**src/rtl/pa_fpu_frbus.sv**
```systemverilog
// FPU write-back bus: oldest-first arbitration of EX2/EX3/EX4 results into a
// one-entry RTU write-back slot, plus sticky exception-flag accumulation.
module pa_fpu_frbus #(
  parameter int DATA_WIDTH  = 64,
  parameter int PREG_WIDTH  = 5,
  parameter int FFLAG_WIDTH = 5
) (
  input  logic                   ex2_ctrl_clk,
  input  logic                   cpurst_b,
  input  logic                   ctrl_frbus_ex2_wb_req,
  input  logic                   ctrl_frbus_ex3_wb_req,
  input  logic                   ctrl_frbus_ex4_wb_req,
  input  logic                   ctrl_xx_ex2_cancel,
  input  logic [DATA_WIDTH-1:0]  ex2_frbus_data,
  input  logic [DATA_WIDTH-1:0]  ex3_frbus_data,
  input  logic [DATA_WIDTH-1:0]  ex4_frbus_data,
  input  logic [PREG_WIDTH-1:0]  ex2_frbus_preg,
  input  logic [PREG_WIDTH-1:0]  ex3_frbus_preg,
  input  logic [PREG_WIDTH-1:0]  ex4_frbus_preg,
  input  logic [FFLAG_WIDTH-1:0] ex2_frbus_fflags,
  input  logic [FFLAG_WIDTH-1:0] ex3_frbus_fflags,
  input  logic [FFLAG_WIDTH-1:0] ex4_frbus_fflags,
  input  logic                   rtu_fpu_wb_ready,
  input  logic                   cp0_fpu_fflags_clr,
  output logic                   frbus_ctrl_ex2_wb_grant,
  output logic                   frbus_ctrl_ex3_wb_grant,
  output logic                   frbus_ctrl_ex4_wb_grant,
  output logic                   fpu_rtu_wb_vld,
  output logic [DATA_WIDTH-1:0]  fpu_rtu_wb_data,
  output logic [PREG_WIDTH-1:0]  fpu_rtu_wb_preg,
  output logic [FFLAG_WIDTH-1:0] fpu_rtu_wb_fflags,
  output logic [FFLAG_WIDTH-1:0] fpu_cp0_fflags,
  output logic                   frbus_ctrl_clk_en,
  output logic                   frbus_xx_busy
);

  logic                   wb_vld_q,    wb_vld_d;
  logic [DATA_WIDTH-1:0]  wb_data_q,   wb_data_d;
  logic [PREG_WIDTH-1:0]  wb_preg_q,   wb_preg_d;
  logic [FFLAG_WIDTH-1:0] wb_fflags_q, wb_fflags_d;
  logic [FFLAG_WIDTH-1:0] sticky_q,    sticky_d;

  logic accept_s;
  logic handshake_s;
  logic ex2_grant_s;
  logic ex3_grant_s;
  logic ex4_grant_s;

  assign accept_s    = !wb_vld_q || rtu_fpu_wb_ready;
  assign handshake_s = wb_vld_q && rtu_fpu_wb_ready;

  // Oldest-first grant selection; grants are held low while in reset.
  always_comb begin
    ex4_grant_s = 1'b0;
    ex3_grant_s = 1'b0;
    ex2_grant_s = 1'b0;
    if (cpurst_b && accept_s) begin
      ex4_grant_s = ctrl_frbus_ex4_wb_req;
      ex3_grant_s = ctrl_frbus_ex3_wb_req && !ctrl_frbus_ex4_wb_req;
      ex2_grant_s = ctrl_frbus_ex2_wb_req && !ctrl_xx_ex2_cancel
                    && !ctrl_frbus_ex3_wb_req && !ctrl_frbus_ex4_wb_req;
    end else begin
      ex4_grant_s = 1'b0;
      ex3_grant_s = 1'b0;
      ex2_grant_s = 1'b0;
    end
  end

  // Slot next state: a grant refills (even while draining), a lone drain empties it.
  always_comb begin
    wb_vld_d    = wb_vld_q;
    wb_data_d   = wb_data_q;
    wb_preg_d   = wb_preg_q;
    wb_fflags_d = wb_fflags_q;
    if (ex4_grant_s) begin
      wb_vld_d    = 1'b1;
      wb_data_d   = ex4_frbus_data;
      wb_preg_d   = ex4_frbus_preg;
      wb_fflags_d = ex4_frbus_fflags;
    end else if (ex3_grant_s) begin
      wb_vld_d    = 1'b1;
      wb_data_d   = ex3_frbus_data;
      wb_preg_d   = ex3_frbus_preg;
      wb_fflags_d = ex3_frbus_fflags;
    end else if (ex2_grant_s) begin
      wb_vld_d    = 1'b1;
      wb_data_d   = ex2_frbus_data;
      wb_preg_d   = ex2_frbus_preg;
      wb_fflags_d = ex2_frbus_fflags;
    end else if (handshake_s) begin
      wb_vld_d    = 1'b0;
    end else begin
      wb_vld_d    = wb_vld_q;
    end
  end

  // Sticky flags: clear takes effect before the completed handshake ORs in.
  always_comb begin
    sticky_d = sticky_q;
    if (cp0_fpu_fflags_clr) begin
      sticky_d = {FFLAG_WIDTH{1'b0}};
    end else begin
      sticky_d = sticky_q;
    end
    if (handshake_s) begin
      sticky_d = sticky_d | wb_fflags_q;
    end else begin
      sticky_d = sticky_d;
    end
  end

  // State registers; reset discards any in-flight slot entry.
  always_ff @(posedge ex2_ctrl_clk or negedge cpurst_b) begin
    if (!cpurst_b) begin
      wb_vld_q    <= 1'b0;
      wb_data_q   <= {DATA_WIDTH{1'b0}};
      wb_preg_q   <= {PREG_WIDTH{1'b0}};
      wb_fflags_q <= {FFLAG_WIDTH{1'b0}};
      sticky_q    <= {FFLAG_WIDTH{1'b0}};
    end else begin
      wb_vld_q    <= wb_vld_d;
      wb_data_q   <= wb_data_d;
      wb_preg_q   <= wb_preg_d;
      wb_fflags_q <= wb_fflags_d;
      sticky_q    <= sticky_d;
    end
  end

  assign frbus_ctrl_ex2_wb_grant = ex2_grant_s;
  assign frbus_ctrl_ex3_wb_grant = ex3_grant_s;
  assign frbus_ctrl_ex4_wb_grant = ex4_grant_s;
  assign fpu_rtu_wb_vld          = wb_vld_q;
  assign fpu_rtu_wb_data         = wb_data_q;
  assign fpu_rtu_wb_preg         = wb_preg_q;
  assign fpu_rtu_wb_fflags       = wb_fflags_q;
  assign fpu_cp0_fflags          = sticky_q;
  // Keeps the shared clock running while EX3/EX4 or the slot still need edges.
  assign frbus_ctrl_clk_en       = ctrl_frbus_ex2_wb_req || ctrl_frbus_ex3_wb_req
                                   || ctrl_frbus_ex4_wb_req || wb_vld_q;
  assign frbus_xx_busy           = wb_vld_q;

endmodule

```
**config.mk**
```make
export PLATFORM = sky130hd
export DESIGN_NAME = pa_fpu_frbus
export DESIGN_NICKNAME = d
export VERILOG_FILES = /design/src/rtl/pa_fpu_frbus.sv
export SDC_FILE = /design/constraint.sdc
export NUM_CORES = 1
export LEC_CHECK = 0
export ABC_AREA = 1
export CORE_AREA = 2 2 123 125
export CTS_CLUSTER_SIZE = 28
export DETAILED_ROUTE_END_ITERATION = 10
export DIE_AREA = 0 0 125 127
export PLACE_DENSITY = 0.76
export SYNTH_ARGS = -nofsm -noshare
export SYNTH_HDL_FRONTEND = slang
export SYNTH_SLANG_ARGS = --single-unit
```
**constraint.sdc**
```tcl
create_clock -name ex2_ctrl_clk -period 2 [get_ports ex2_ctrl_clk]
set_input_delay 0.4 -clock ex2_ctrl_clk [delete_from_list [all_inputs] [get_ports ex2_ctrl_clk]]
set_output_delay 0.4 -clock ex2_ctrl_clk [all_outputs]
set_load 0.03 [all_outputs]
```
==> out/metrics.yaml, run 1 <==
floorplan:
  core_sq_mm: 0.0144
  boundaryPins: 315
  row_count: 44
  start_util_pct: 34.3
  dieArea_sq_mm: 0.0159
  fp.dieH_um: 127
  die_w_um: 125
clock_tree:
  cts_tree: "built"
  clk_path_buf_depth: 2
  clock-root-buffer: "clkbuf_16"
  cts_buffers: 9
  clk_pin_slew_worst_paths_ns: 0.06
  cts_sinks: 80
  insertion_delay_ns: 0.33
  htree_levels: 3
timing:
  post-route-period-util_pct: 96.6
  worst_hold_slack_ns: 0.109
  slew_headroom_pct: 74.0
  skew_ns: 0.00519
  grt_setup_unrepaired: "no"
  max_freq_ghz: 0.517
  fin_crit_ns: 1.93
  hold_violations: 0
  setup_viol: 0
  tightest_slew_ns: 0.389
  drv_slew: 0
  tns_ns: 0
critical_path:
  rr_worst_depth: 8
  r2r_slack_ns: 0.44
  worstPathArrival_ns: 1.53
  required_ns: 1.60
  path_common_cell: "inv_1"
  worst_setup_path_end_kind: "primary output"
  rr_startpoint: "fpu_rtu_wb_vld$_DFFE_PN0P_"
  critPathLaunchType: "primary input"
  crit_fanout: 2
  slowest_stage: "clkdlybuf4s50_1"
  worstSetupPathType: "primary input to primary output"
  r2r_end: "fpu_rtu_wb_data[62]$_DFFE_PN0P_"
  crit_chain: "clkdlybuf4s50_1, inv_1, nand2_2, inv_1, and3_1, buf_6"
  cpPeakStageDelay_ns: 0.53
yosys:
  synth_top_area_share_pct: 40.4
  synth_area_leaders: "dfrtp_1, nand2_1, nor2_1, nand4_1, nand3_1"
  synth_fp_nets: 1002
  yosys.area.top_type: "dfrtp_1"
  ys.warnings.count: 0
  synth.distinct_cells: 16
  ys_seq_elements: 80
  synth.avg_cell_area_sq_um: 6.42
  synth_seq_area_share_pct: 40.4
  synthesis.area_sq_mm: 0.00495
  synthCells: 772
grt:
  grt_pass1_vias: 6010
  overflow: 0
  grt_pass1_wl_mm: 31.3
  antenna_found_initial: 0
  grtUsageTotal_pct: 24.5
  grt_max_degree: 82
outcome:
  status: "finished, final reports clean"
detailed_routing:
  drcViolationCount: 0
  vias: 6247
  drt-initial-drc-count: 389
  vias_per_cell: 4.98
  drtPass1Iterations: 5
  ant_nets: 0
  wirelength_mm: 19.9
  drt-wirelength-per-cell_um: 15.9
finish:
  nNetsFinal: 1297
  n_antenna_cell: 0
  regArea_sq_mm: 0.00200
  fillers: 1327
  multi_input_area_sq_mm: 0.00265
  final_common_cell: "clkdlybuf4s50_1"
  drive_above_1_share_pct: 6.07
  final_cells: 1255
  most-common-layout-cells: "clkdlybuf4s50_1, nand2_1, nor2_1, nand3_1, dfrtp_1"
  area_delta_synth_final_pct: 78.1
power_and_ir_drop:
  leakage_uw: 0.00425
  peakVddDrop_v: 0.000478
  powerDensity_mw_per_mm2: 728
placement:
  gp_congestion: 0.872
  hpwl_mm: 14.2
  portBuffers: 314
  dp_cells: 1239
worst_hold_path:
  hold_class: "primary input to asynchronous set/reset pin"
run:
  drv_cap: 0
cell type report:
| cell class | instances | share of cell area [%] |
|---|---|---|
| Sequential cell | 80 | 22.7 |
| Clock inverter | 4 | 0.511 |
| Inverter | 12 | 0.511 |
| Multi-Input combinational cell | 614 | 30.1 |
| Clock buffer | 11 | 2.75 |
| Tap cell | 184 | 2.61 |
| Timing Repair Buffer | 350 | 40.8 |
where the power goes:
group	internal, uW	switching [uW]
sequential	1910	189
clock	988	649
combinational	1250	1440
total	4150	2270
timing repair:
| item | 4_1_cts | 5_1_grt |
|---|---|---|
| pin swaps | 1 | 1 |
| setup endpoints to repair | 4 | 1 |
| gates resized for setup | 3 | 6 |
| hold endpoints to repair | 0 | 0 |
| hold buffers | 0 | 0 |
| setup buffers | 1 | 0 |
worst max-delay path by stage:
stage	to	slack, ns	start	cells past startpoint
floorplan	frbus_ctrl_ex4_wb_grant	0.12	fpu_rtu_wb_vld$_DFFE_PN0P_	6
global placement	fpu_rtu_wb_data[36]$_DFFE_PN0P_	-0.008	ctrl_frbus_ex3_wb_req	8
detailed placement	fpu_rtu_wb_data[36]$_DFFE_PN0P_	-0.03	ctrl_frbus_ex3_wb_req	8
CTS	frbus_ctrl_ex2_wb_grant	0.007	ctrl_frbus_ex3_wb_req	6
global route	frbus_ctrl_ex3_wb_grant	0.01	ctrl_frbus_ex3_wb_req	6
finish	frbus_ctrl_ex2_wb_grant	0.07	ctrl_frbus_ex3_wb_req	6
worst max-delay path, delay by kind of cell:
| family | cells | cell delay (ns) |
|---|---|---|
| buf+inv | 4 | 0.84 |
| simple gates | 2 | 0.29 |
logic make-up after synthesis:
family	share of synthesized area (%)
and+or+nand+nor	51.8
DFF	40.4
buffers and inverters	6.87
AOI/OAI and AO/OA	0.909
state kept, by name, indices dropped and copies added (netlist names):
register,cells
fpu_rtu_wb_data,64
fpu_cp0_fflags,5
fpu_rtu_wb_fflags,5
fpu_rtu_wb_preg,5
fpu_rtu_wb_vld,1
synth_stat cells:
library cell,n
a21boi_2,1
nand2_1,301
buf_2,28
nand3_1,80
clkbuf_2,1
o21ai_0,5
buf_4,3
o21ai_2,1
inv_1,11
clkbuf_1,32
buf_1,2
nand4_1,74
and3_1,1
inv_2,1
nor2_1,151
dfrtp_1,80
per-stage QoR:
step           total power, uW  setup WS [ns]  area (sq um)  util [%]
2_1_floorplan             3380          0.118          4950         -
3_3_place_gp              4790       -0.00758          8510      59.0
3_5_place_dp              4810        -0.0276          8510      59.0
4_1_cts                   6480        0.00726          8810      61.1
5_1_grt                   6780         0.0126          8820      61.2
6_report                  6420         0.0672          8820      61.2
per-layer routing:
metal	vias to the layer above	part of all wire, %	GRT usage [%]
li1	3078	-	-
met4	0	2.8	7.97
met1	2842	41	30.2
met3	37	9.6	7.62
met2	290	47	40.9
met5	-	0	0
Note: power is estimated with default switching activity, not from simulation.
==> inputs of run 2 (changes only) <==
--- a/config.mk
+++ b/config.mk
@@ -6,11 +6,13 @@
 export NUM_CORES = 1
 export LEC_CHECK = 0
 export ABC_AREA = 1
-export CORE_AREA = 2 2 123 125
+export CORE_AREA = 2 2 121 123
+export CTS_BUF_LIST = sky130_fd_sc_hd__clkbuf_8
 export CTS_CLUSTER_SIZE = 28
 export DETAILED_ROUTE_END_ITERATION = 10
-export DIE_AREA = 0 0 125 127
-export PLACE_DENSITY = 0.76
+export DIE_AREA = 0 0 123 125
+export GPL_TIMING_DRIVEN = 0
+export PLACE_DENSITY = 0.78
 export SYNTH_ARGS = -nofsm -noshare
 export SYNTH_HDL_FRONTEND = slang
 export SYNTH_SLANG_ARGS = --single-unit
==> run 2 against run 1 <==
Effect of this change:
- non-clock buffer count increased by 36
- fmax is 2.4% lower
- register-to-register slack worse by 0.22 ns
- via count grew 1.7%
- hold slack lost 0.081 ns
- routed wire length rose by 4.9%
- critical endpoint is now frbus_ctrl_ex4_wb_grant
- largest cell class unchanged
==> out/metrics.yaml, run 2 (synthesis results as in run 1) <==
critical_path:
  critPathTopFamily: "buffers and inverters"
  slowest_stage: "dfrtp_1"
  cp_num_buf_inv: 4  # unchanged
  crit_start: "fpu_rtu_wb_vld$_DFFE_PN0P_"
  rr_startpoint: "fpu_rtu_wb_vld$_DFFE_PN0P_"
  r2r_slack_ns: 0.22  # -0.22 ns
  crit_fanout: 14  # +12
  required_ns: 1.60  # about the same
  worstSetupPathType: "flip-flop to primary output"
  cpPeakStageDelay_ns: 0.43  # -0.10 ns
  worstPathArrival_ns: 1.58  # +0.05 ns
  critPathLaunchType: "flip-flop"
  worst_setup_path_end_kind: "primary output"
  crit_chain: "buf_8, a21boi_4, nand2_2, buf_12, clkinv_4, buf_6"
detailed_routing:
  drt-initial-drc-count: 423  # +8.7%
  ant_nets: 0  # unchanged
  vias: 6353  # +1.7%
  wirelength_mm: 20.9  # +4.9%
  drt-wirelength-per-cell_um: 16.2  # +1.9%
  drcViolationCount: 0  # unchanged
  vias_per_cell: 4.92  # -1.2%
  drtPass1Iterations: 5  # unchanged
clock_tree:
  cts_buffers: 9  # unchanged
  cts_sinks: 80  # unchanged
  cts_tree: "built"
  clk_pin_slew_worst_paths_ns: 0.09  # +0.03 ns
  htree_levels: 3  # unchanged
  clock-root-buffer: "clkbuf_8"
  insertion_delay_ns: 0.37  # +0.04 ns
  clk_path_buf_depth: 2  # unchanged
finish:
  most-common-layout-cells: "clkdlybuf4s50_1, nand2_1, nor2_1, dfrtp_1, nand3_1"
  final_common_cell: "clkdlybuf4s50_1"
  drive_above_1_share_pct: 6.32  # +0.25 points
  postLayoutCellArea_sq_mm: 0.00866  # -1.8%
  fillers: 1356  # +2.2%
  nNetsFinal: 1333  # +2.8%
  area_delta_synth_final_pct: 74.9
  n_antenna_cell: 0  # unchanged
  largest_reg_flops: 64  # unchanged
timing:
  tns_ns: 0  # unchanged
  post-route-period-util_pct: 99.0  # +2.4 points
  drv_slew: 0  # unchanged
  grt_setup_unrepaired: "yes"
  hold_violations: 0  # unchanged
  slew_headroom_pct: 60.8  # -13 points
  max_freq_ghz: 0.505  # -2.4%
  setup_viol: 0  # unchanged
  fin_ws_ns: 0.0199  # -0.0472 ns
  skew_ns: 0.00660  # +0.00141 ns
  fin_crit_ns: 1.98  # +0.0472 ns
  tightest_slew_ns: 0.588  # +0.199 ns
grt:
  overflow: 0  # unchanged
  antenna_found_initial: 0  # unchanged
  grt_pass1_vias: 5996  # -0.23%
  grtUsageTotal_pct: 26.2  # +1.7 points
  grt_max_degree: 45  # -45%
  grt_pass1_wl_mm: 30.9  # -1.2%
placement:
  portBuffers: 314  # unchanged
  hpwl_mm: 15.8  # +11%
  gp_congestion: 0.900  # +3.3%
  pre_cts_ws_ns: -0.979  # -0.951 ns
  post_dp_cell_area_sq_mm: 0.00834  # -1.9%
floorplan:
  fp.dieH_um: 125  # -1.6%
  dieArea_sq_mm: 0.0154  # -3.1%
  boundaryPins: 315  # unchanged
  die_w_um: 123  # -1.6%
  core_sq_mm: 0.0142  # -1.5%
  start_util_pct: 34.9  # +0.53 points
  row_count: 44  # unchanged
outcome:
  status: "finished, final reports clean"
power_and_ir_drop:
  powerDensity_mw_per_mm2: 685  # -5.9%
  peakVddDrop_v: 0.000357  # -25%
  leakage_uw: 0.00416  # -2.1%
run:
  drv_cap: 0  # unchanged
worst_hold_path:
  hold_class: "primary input to asynchronous set/reset pin"
==> run 2: cell count changes in the layout (fill, tap and decap cells not counted), moves of 3 or more <==
cell	previous run	this run
clkbuf_1	1	30
buf_2	0	26
buf_4	23	10
buf_12	15	3
clkbuf_8	1	11
clkbuf_16	9	0
clkbuf_2	0	3
clkinv_2	3	0
clkinvlp_4	0	3
==> run 2: path summary, 6_finish.rpt <==
| path | to | depth (start not counted) |
|---|---|---|
| max in group asynchronous | fpu_cp0_fflags[3]$_DFF_PN0_ | 2 |
| hold reg to reg | fpu_rtu_wb_data[61]$_DFFE_PN0P_ | 2 |
| setup / recovery | frbus_ctrl_ex4_wb_grant | 6 |
| hold / removal | fpu_rtu_wb_data[49]$_DFFE_PN0P_ | 2 |
| min in group ex2_ctrl_clk | fpu_rtu_wb_data[61]$_DFFE_PN0P_ | 2 |
| setup reg to reg | fpu_rtu_wb_data[10]$_DFFE_PN0P_ | 10 |
==> run 2: power breakdown <==
part,leakage (uW),switching (uW),internal [uW]
Combinational,0.00307,1470,1210
Sequential,0.00100,171,1910
Clock,0.0000882,649,525
==> run 2: worst reg2reg max path, cell delays in order (launching register included) <==
cell and delay [ns]:
dfrtp_1 0.43, buf_8 0.16, nand2_2 0.12, nand3_4 0.10, buf_12 0.15, buf_4 0.20
buf_2 0.22, nand2_1 0.08, nand3_1 0.09, nand2_1 0.09, nand2_1 0.06
==> run 2: area by class of cell <==
cell class | instances | area, sq um | share of cell area [%]
sequential | 80 | 2000 | 23.1
tap | 184 | 230 | 2.66
buffer | 64 | 325 | 3.75
clock buffer | 11 | 151 | 1.75
clock inverter | 5 | 40.0 | 0.462
inverter | 12 | 50.0 | 0.578
timing repair buffer | 322 | 3230 | 37.2
multi-input combinational | 614 | 2640 | 30.5
==> run 2: timing repair <==
action	in CTS	in global routing
resized for setup	31	18
pin swaps	1	1
hold buffers	1	0
buffers inserted	2	4
endpoints found under the setup margin	4	11
endpoints found under the hold margin	44	0
==> run 2: stage by stage <==
stage,utilization (%),std cells,power [uW],hold slack [ns]
after floorplan,-,772,3380,0.104
after global placement,58.6,1270,4720,0.461
after detailed placement,58.7,1271,4750,0.456
after CTS,60.5,1288,5960,0.0258
after global routing,61.0,1292,6270,0.0389
final,61.0,1292,5940,0.0281
==> run 2: metal layers <==
layer  vias up  GRT usage [%]  part of all wire [%]
li1       3152              -                     -
met1      2862           29.6                    38
met2       306           45.5                    49
met3        33           9.08                    11
met4         0           8.89                   2.3
met5         -              0                     0
==> inputs of run 3 (changes only) <==
--- a/config.mk
+++ b/config.mk
@@ -16,3 +16,4 @@
 export SYNTH_ARGS = -nofsm -noshare
 export SYNTH_HDL_FRONTEND = slang
 export SYNTH_SLANG_ARGS = --single-unit
+export TNS_END_PERCENT = 1
==> run 3 against run 2 <==
Effect of this change:
- the run now ends with negative setup slack left
- hold slack better by 0.0062 ns
- critical path depth unchanged
- power down 0.27%
- clock power about the same
- clock skew down 0.00065 ns
==> out/metrics.yaml, run 3 (synthesis results as in run 1) <==
floorplan:
  dieArea_sq_mm: 0.0154  # unchanged
  die_w_um: 123  # unchanged
  core_sq_mm: 0.0142  # unchanged
  start_util_pct: 34.9  # unchanged
  row_count: 44  # unchanged
  fp.dieH_um: 125  # unchanged
  boundaryPins: 315  # unchanged
timing:
  slew_headroom_pct: 61.4  # +0.67 points
  skew_ns: 0.00595  # -0.000651 ns
  grt_setup_unrepaired: "yes"
  max_freq_ghz: 0.493  # -2.5%
  tightest_slew_ns: 0.578  # -0.0100 ns
  post-route-period-util_pct: 102  # +2.5 points
  setup_viol: 2  # +2
  fin_crit_ns: 2.03  # +0.0499 ns
  hold_violations: 0  # unchanged
  fin_ws_ns: -0.0300  # -0.0499 ns
  drv_slew: 0  # unchanged
placement:
  hpwl_mm: 15.8  # unchanged
  portBuffers: 314  # unchanged
  gp_congestion: 0.900  # unchanged
  dp_cells: 1271  # unchanged
finish:
  nNetsFinal: 1330  # -0.23%
  final_common_cell: "clkdlybuf4s50_1"
  most-common-layout-cells: "clkdlybuf4s50_1, nand2_1, nor2_1, nand3_1, dfrtp_1"
  drive_above_1_share_pct: 6.15  # -0.16 points
  n_antenna_cell: 0  # unchanged
  final_cells: 1289  # -0.23%
  area_delta_synth_final_pct: 74.4
  largest_reg_flops: 64  # unchanged
critical_path:
  rr_startpoint: "fpu_rtu_wb_vld$_DFFE_PN0P_"
  worstSetupPathType: "primary input to primary output"
  required_ns: 1.60  # about the same
  crit_start: "ctrl_frbus_ex4_wb_req"
  worst_setup_path_end_kind: "primary output"
  critPathLaunchType: "primary input"
  crit_fanout: 19  # +5
  worstPathArrival_ns: 1.63  # +0.05 ns
run:
  drv_cap: 0  # unchanged
power_and_ir_drop:
  powerDensity_mw_per_mm2: 686  # about the same
  p_total_uw: 5920  # -0.27%
  leakage_uw: 0.00413  # -0.68%
  peakVddDrop_v: 0.000357  # about the same
clock_tree:
  cts_buffers: 9  # unchanged
  insertion_delay_ns: 0.36  # about the same
  htree_levels: 3  # unchanged
  cts_sinks: 80  # unchanged
  cts_tree: "built"
  clock-root-buffer: "clkbuf_8"
  clk_path_buf_depth: 2  # unchanged
  clk_pin_slew_worst_paths_ns: 0.09  # about the same
detailed_routing:
  vias_per_cell: 4.93  # +0.20%
  wirelength_mm: 20.7  # -0.87%
  vias: 6351  # -0.031%
  ant_nets: 0  # unchanged
  drt-wirelength-per-cell_um: 16.1  # -0.64%
  drtPass1Iterations: 8  # +3
  drt-initial-drc-count: 414  # -2.1%
  drcViolationCount: 0  # unchanged
grt:
  grt_pass1_vias: 5991  # -0.083%
  antenna_found_initial: 0  # unchanged
  grt_pass1_wl_mm: 30.8  # -0.33%
  overflow: 0  # unchanged
  grt_max_degree: 45  # unchanged
  grtUsageTotal_pct: 26.1  # -0.12 points
worst_hold_path:
  hold_class: "primary input to asynchronous set/reset pin"
outcome:
  violations: "negative setup slack"
  status: "finished with violations"
[run 3: changes by cell type in the layout (fill, tap and decap cells not counted), sizes merged]
cell / change
clkdlybuf4s50: +2
dlymetal6s2s: -2
clkinv: -1
inv: +1
buf: -3
[run 3: worst paths after layout]
check	end	depth (start not counted)	slack, ns
min reg2reg	fpu_rtu_wb_data[61]$_DFFE_PN0P_	2	0.48
max in group asynchronous	fpu_rtu_wb_vld$_DFFE_PN0P_	2	1.72
min in group ex2_ctrl_clk	fpu_rtu_wb_data[61]$_DFFE_PN0P_	2	0.48
min	fpu_rtu_wb_data[49]$_DFFE_PN0P_	2	0.03
max reg2reg	fpu_rtu_wb_data[24]$_DFFE_PN0P_	8	0.30
max	frbus_ctrl_ex3_wb_grant	6	-0.03
[run 3: metrics by stage]
stage | util (%) | setup slack (ns) | setup TNS [ns] | cell area (sq um) | hold WS [ns]
2_1_floorplan | - | 0.118 | 0 | 4950 | 0.104
3_3_place_gp | 58.6 | -3.94 | -455.87 | 8330 | 0.461
3_5_place_dp | 58.7 | -0.979 | -19.58 | 8340 | 0.456
4_1_cts | 60.4 | -0.0987 | -0.174 | 8580 | 0.0258
5_1_grt | 60.8 | -0.104 | -0.364 | 8640 | 0.0389
6_report | 60.8 | -0.0300 | -0.0445 | 8640 | 0.0343
[run 3: report_power, final]
group,internal (uW),leakage (uW),switching [uW]
registers,1910,0.00100,171
clock network,525,0.0000882,645
logic,1210,0.00304,1470
[run 3: cell type report]
class | count | area [sq um]
flip-flops and latches | 80 | 2000
multi-input cells | 614 | 2640
fillers | 1358 | 5570
clock inverters | 5 | 40.0
well taps | 184 | 230
repair buffers | 319 | 3200
plain buffers | 64 | 325
clock buffers | 11 | 151
inverters | 12 | 45.0
[run 3: worst max-delay path, stage by stage]
cell and delay [ns]:
clkdlybuf4s50_1 0.48, nor2_2 0.23, nand3_4 0.11, buf_12 0.17, inv_1 0.05, clkbuf_4 0.17
[run 3: timing repair]
| action | in CTS | in global routing |
|---|---|---|
| hold buffers | 1 | 0 |
| endpoints found under the setup margin | 4 | 12 |
| cloned | 0 | 0 |
| setup buffers | 0 | 3 |
| pin swaps | 1 | 1 |
| endpoints found under the hold margin | 44 | 0 |
| gates resized for setup | 29 | 19 |
[run 3: per-layer routing]
layer,global-route usage [%],vias to the layer above,share of wire (%)
met2,45.6,293,49
met4,8.89,0,2.3
li1,-,3148,-
met3,9.08,33,11
met1,29.2,2877,38
met5,0,-,0
